## src/rtl/rcc_pkg.sv

```systemverilog
// Shared types and defaults for the RCC bus clock-enable generator.
package rcc_pkg;

  localparam int RCC_MAX_LOG2 = 9;
  localparam int RCC_IDLE_CYC = 4;

  typedef enum logic [1:0] {
    DOM_RUN       = 2'd0,
    DOM_IDLE_WAIT = 2'd1,
    DOM_GATED     = 2'd2,
    DOM_WAKE      = 2'd3
  } dom_state_e;

  // Exponents above the counter width would never see a boundary, so saturate.
  function automatic int unsigned clamp_sel(input int unsigned sel, input int unsigned max_log2);
    return (sel > max_log2) ? max_log2 : sel;
  endfunction

endpackage

```

## src/rtl/rcc_bus_clk_en_gen_dom_gate_fsm.sv

```systemverilog
// Per-domain sleep gating FSM: idle qualification, gating and the registered enable pulse.
module rcc_dom_gate_fsm
  import rcc_pkg::*;
#(
  parameter int IDLE_CYC = RCC_IDLE_CYC
) (
  input  logic       clk,
  input  logic       rst,
  input  logic       bnd,
  input  logic       sleep_req,
  input  logic       busy,
  output logic       clk_en,
  output logic       sleep_ack,
  output dom_state_e state
);

  localparam int IW = (IDLE_CYC > 1) ? $clog2(IDLE_CYC) : 1;
  localparam logic [IW-1:0] IDLE_LOAD = IW'(IDLE_CYC - 1);

  dom_state_e    state_nxt;
  logic [IW-1:0] idle_cnt;
  logic [IW-1:0] idle_nxt;
  logic          en_nxt;

  always_comb begin
    state_nxt = state;
    idle_nxt  = idle_cnt;
    // WAKE pulses on its boundary too, so only GATED suppresses the enable.
    en_nxt    = bnd & (state != DOM_GATED);
    unique case (state)
      DOM_RUN: begin
        if (sleep_req & ~busy) begin
          state_nxt = DOM_IDLE_WAIT;
          idle_nxt  = IDLE_LOAD;
        end
      end
      DOM_IDLE_WAIT: begin
        if (busy | ~sleep_req) begin
          state_nxt = DOM_RUN;
        end else if (idle_cnt == '0) begin
          if (bnd) state_nxt = DOM_GATED;
        end else begin
          idle_nxt = idle_cnt - IW'(1);
        end
      end
      DOM_GATED: begin
        if (~sleep_req | busy) state_nxt = DOM_WAKE;
      end
      DOM_WAKE: begin
        if ((sleep_req & ~busy) | bnd) state_nxt = DOM_RUN;
      end
      default: state_nxt = DOM_RUN;
    endcase
  end

  always_ff @(posedge clk) begin
    if (rst) begin
      state    <= DOM_RUN;
      idle_cnt <= '0;
      clk_en   <= 1'b0;
    end else begin
      state    <= state_nxt;
      idle_cnt <= idle_nxt;
      clk_en   <= en_nxt;
    end
  end

  assign sleep_ack = (state == DOM_GATED);

endmodule

```

## src/rtl/rcc_bus_clk_en_gen.sv

```systemverilog
// Bus clock-enable generator: shared master counter, coherent prescaler update, one gate FSM per domain.
module rcc_bus_clk_en_gen
  import rcc_pkg::*;
#(
  parameter int NUM_DOM  = 3,
  parameter int MAX_LOG2 = RCC_MAX_LOG2,
  parameter int SEL_W    = $clog2(MAX_LOG2 + 1),
  parameter int IDLE_CYC = RCC_IDLE_CYC,
  parameter int RST_SEL  = 0
) (
  input  logic                     sys_clk,
  input  logic                     sys_rst,
  input  logic [NUM_DOM*SEL_W-1:0] div_sel,
  input  logic                     div_upd,
  output logic                     div_upd_busy,
  input  logic [NUM_DOM-1:0]       dom_sleep_req,
  input  logic [NUM_DOM-1:0]       dom_busy,
  output logic [NUM_DOM-1:0]       dom_clk_en,
  output logic [NUM_DOM-1:0]       dom_sleep_ack,
  output logic [2*NUM_DOM-1:0]     dom_state_dbg
);

  localparam logic [SEL_W-1:0] RST_SEL_C = SEL_W'(clamp_sel(RST_SEL, MAX_LOG2));

  logic [MAX_LOG2-1:0] cnt;
  logic                upd_busy;
  logic                apply;
  logic [SEL_W-1:0]    cap_sel  [NUM_DOM];
  logic [SEL_W-1:0]    pend_sel [NUM_DOM];
  logic [SEL_W-1:0]    act_sel  [NUM_DOM];
  logic [MAX_LOG2-1:0] bnd_mask [NUM_DOM];
  logic [NUM_DOM-1:0]  bnd;

  // All-ones is a boundary for every ratio, so swapping selects here keeps domains phase-aligned.
  assign apply = &cnt;

  always_comb begin
    for (int d = 0; d < NUM_DOM; d++) begin
      cap_sel[d]  = SEL_W'(clamp_sel(32'(div_sel[d*SEL_W +: SEL_W]), MAX_LOG2));
      bnd_mask[d] = MAX_LOG2'((32'd1 << act_sel[d]) - 32'd1);
      bnd[d]      = (cnt & bnd_mask[d]) == bnd_mask[d];
    end
  end

  always_ff @(posedge sys_clk) begin
    if (sys_rst) begin
      cnt      <= '0;
      upd_busy <= 1'b0;
      for (int d = 0; d < NUM_DOM; d++) begin
        pend_sel[d] <= '0;
        act_sel[d]  <= RST_SEL_C;
      end
    end else begin
      cnt <= cnt + MAX_LOG2'(1);
      if (apply) begin
        upd_busy <= 1'b0;
        for (int d = 0; d < NUM_DOM; d++) begin
          if (div_upd)       act_sel[d] <= cap_sel[d];
          else if (upd_busy) act_sel[d] <= pend_sel[d];
        end
      end else if (div_upd) begin
        upd_busy <= 1'b1;
      end
      if (div_upd) begin
        for (int d = 0; d < NUM_DOM; d++) pend_sel[d] <= cap_sel[d];
      end
    end
  end

  assign div_upd_busy = upd_busy;

  for (genvar d = 0; d < NUM_DOM; d++) begin : g_dom
    dom_state_e st;

    rcc_dom_gate_fsm #(
      .IDLE_CYC (IDLE_CYC)
    ) u_fsm (
      .clk       (sys_clk),
      .rst       (sys_rst),
      .bnd       (bnd[d]),
      .sleep_req (dom_sleep_req[d]),
      .busy      (dom_busy[d]),
      .clk_en    (dom_clk_en[d]),
      .sleep_ack (dom_sleep_ack[d]),
      .state     (st)
    );

    assign dom_state_dbg[2*d +: 2] = st;
  end

endmodule

```

## config.mk

```make
export PLATFORM = sky130hd
export DESIGN_NAME = rcc_bus_clk_en_gen
export DESIGN_NICKNAME = d
export VERILOG_FILES = /design/src/rtl/rcc_pkg.sv /design/src/rtl/rcc_bus_clk_en_gen_dom_gate_fsm.sv /design/src/rtl/rcc_bus_clk_en_gen.sv
export SDC_FILE = /design/constraint.sdc
export NUM_CORES = 1
export LEC_CHECK = 0
export CAP_MARGIN = 5
export CORE_MARGIN = 3
export CORE_UTILIZATION = 55
export DETAILED_ROUTE_END_ITERATION = 16
export GPL_TIMING_DRIVEN = 0
export PLACE_DENSITY_LB_ADDON = 0.05
export SETUP_SLACK_MARGIN = 0.1
export SLEW_MARGIN = 15
export SYNTH_ARGS = -nofsm -noshare
export SYNTH_HDL_FRONTEND = slang
export SYNTH_HIERARCHICAL = 1
export SYNTH_SLANG_ARGS = --single-unit
```

## constraint.sdc

```tcl
create_clock -name sys_clk -period 5.3 [get_ports sys_clk]
set_input_delay 1.06 -clock sys_clk [delete_from_list [all_inputs] [get_ports sys_clk]]
set_output_delay 1.06 -clock sys_clk [all_outputs]
set_load 0.05 [all_outputs]
```

==> run metrics <==
GR Util met1 24.4%; Congestion Overflow GR 0; VDD IR-drop max 0.220 mV; WP data required 5430 ps; DRC viols 0; initial antenna violation count 0; Post-Place Setup Slack 1760 ps; Yosys reg bits 49; sinks on the clock net 49; hold_buf cts 0; Starting DRT DRC Count 154; Die W 76.9 um; worst skew pair latency 300 ps; worst-path cell chain clkdlybuf4s50_1 -> or2_2 -> nor2_1 -> clkbuf_1 -> nand2_1 -> o21ai_0; routability cong. 0.875; worst stage delay on the critical path 780 ps; setup_tns 0 ps; die height 76.9 um; final cell count without fillers 415; layout cells sized above 1 8.62%; status complete, no violations; core area 4790 um2; synth unique cells 48; register area 1220 um2; Syn Nets 336; critical path arrival 3300 ps; number of synthesized flops with an enable pin 24; Die ar. 5910 um2; Slew @ Worst Pin 743 ps; DR pass1 iterations 4; delay-heaviest family, CP buffers and inverters; DPL Wire Length 3900 um; final setup fails 0; Synth top area share 26.1%; Worst Path Max Fanout 21; Leakage 1.17 nW; ANT cells 0; top post-synthesis cells by count a21oi_1 (27), nor2_1 (27), o21ai_0 (26), dfxtp_1 (25); vias per cell 5.44; Multi-input gate area 1400 um2; post-route setup slack 2130 ps; CTS clk-pin slew, worst paths 90 ps; synth top area cells edfxtp_1 (26%), dfxtp_1 (18%), a21oi_1 (4.9%); Max-slew headroom 50.3%; Layout Nets 376; ANT nets after route 0; Worst Path Buf+Inv 2; met3 Resource Use GR 3.76%; Avg Inst Size Synth 9.01 um2; IO Count 34; Fin Clk Skew 7.13 ps; final hold vios 0; RSZ-0062 raised after global routing no; sequential area share after synthesis 44.2%; routed wire length 5330 um; routed len/inst 12.8 um; H-Tree Depth 2; gr usage total 18.7%; number of fill cells 409; Min-Delay Path Class flip-flop to flip-flop; met2 usage 30.7%; Mapped Cells 307; CP startpoint kind input pin; largest net degree at the start of global routing 22; Post-synth ARST share 0%; grt peak-use layer met2; vias in the first global route 2006; max-cap violations 0; fmax 0.316 GHz; Starting Density 57.8%; Longest Clk Path Bufs 2; Final min period 3170 ps; period utilization 59.8%; Clk Tree Root Cell clkbuf_8; placed insts 407; row cnt 25; TritonCTS buffer count 5; ys flop type dfxtp_1; CTS resizes 0; global-route wire length before repair 9020 um; endpoint class of the critical path flip-flop; Area growth syn-to-layout 19.0%; CTS tree yes; Synth warnings 6; Max Slew Vio Count 0; synthesized area 2770 um2; count of buffers from port buffering 33; post-CTS setup buffer count 0; PwrDens 242 nW/um2; Crit-path slowest cell clkdlybuf4s50_1; vias 2256; CP Class input pin to flip-flop; leading area contributor after synthesis edfxtp_1
-- metrics by stage --
step / hold WS, ps / util (%) / cell area [um2] / total power [mW]
after floorplan: 432 / - / 2770 / 0.499
after global placement: 452 / 66.4 / 3180 / 0.533
after detailed placement: 452 / 66.4 / 3180 / 0.537
after CTS: 468 / 68.8 / 3290 / 0.802
after global routing: 494 / 68.8 / 3290 / 0.833
final: 472 / 68.8 / 3290 / 0.796
-- power by group --
part | switching, mW | internal, mW | leakage [nW]
combinational | 0.0543 | 0.0480 | 0.657
sequential | 0.0119 | 0.414 | 0.458
clock | 0.126 | 0.142 | 0.0554
total | 0.192 | 0.604 | 1.17
-- state kept, by name (all words and copies together), names as in the netlist, named ones only --
signal,count
g_dom.u_fsm/idle_cnt,6
g_dom.u_fsm/state,3
cnt,9
pend_sel,12
act_sel,12
div_upd_busy,1
g_dom.u_fsm/clk_en,3
-- routing by layer --
| layer | up-vias | share of wire [%] |
|---|---|---|
| met3 | 7 | 4.3 |
| li1 | 1181 | - |
| met1 | 1018 | 46 |
| met5 | - | 0 |
| met2 | 50 | 48 |
| met4 | 0 | 1.7 |
-- cells in the final DEF (no fill, tap or decap), types with 4 or more instances in the layout --
master	Yosys	routed
ha_1	8	8
nor3_1	9	9
edfxtp_1	24	24
clkdlybuf4s50_1	0	33
buf_2	4	4
a21oi_1	27	27
nor2_1	27	27
and2_1	6	6
nand3_1	15	15
nor4_1	4	4
clkbuf_1	8	9
xnor2_1	5	5
clkbuf_8	0	5
nor4b_1	4	4
inv_1	15	15
nand2_1	24	24
dfxtp_1	25	25
a211oi_1	6	6
nor2b_1	6	6
o21ai_0	26	26
nand2b_1	13	13
a22o_1	6	6
-- cell families after synthesis --
kind of cell	synth area share (%)
buf+inv	5.16
flops	44.2
compound gates	18.5
fa+ha+maj	3.62
mux	0.814
xor+xnor	2.22
simple gates	25.6
-- area by class of cell --
cell class / instances / area share, %
Buffer: 16 / 2.51
Clock inverter: 2 / 1.18
Multi-Input combinational cell: 226 / 42.6
Inverter: 16 / 1.83
Tap cell: 67 / 2.55
Sequential cell: 49 / 37.1
Clock buffer: 6 / 2.21
Timing Repair Buffer: 33 / 10.0
-- path summary, 6_finish.rpt --
| check | startpoint | end | slack (ps) | cells past startpoint |
|---|---|---|---|---|
| worst max-delay path | sys_rst | act_sel[0][2] | 2130 | 6 |
| worst min-delay path | g_dom[0].u_fsm/idle_cnt[0] | g_dom[0].u_fsm/idle_cnt[0] | 470 | 1 |
| worst max register to register | act_sel[1][3] | flip-flop | 2330 | 12 |
| worst min register to register | g_dom[0].u_fsm/idle_cnt[0] | g_dom[0].u_fsm/idle_cnt[0] | 470 | 1 |
Note: power is estimated with default switching activity, not from simulation.
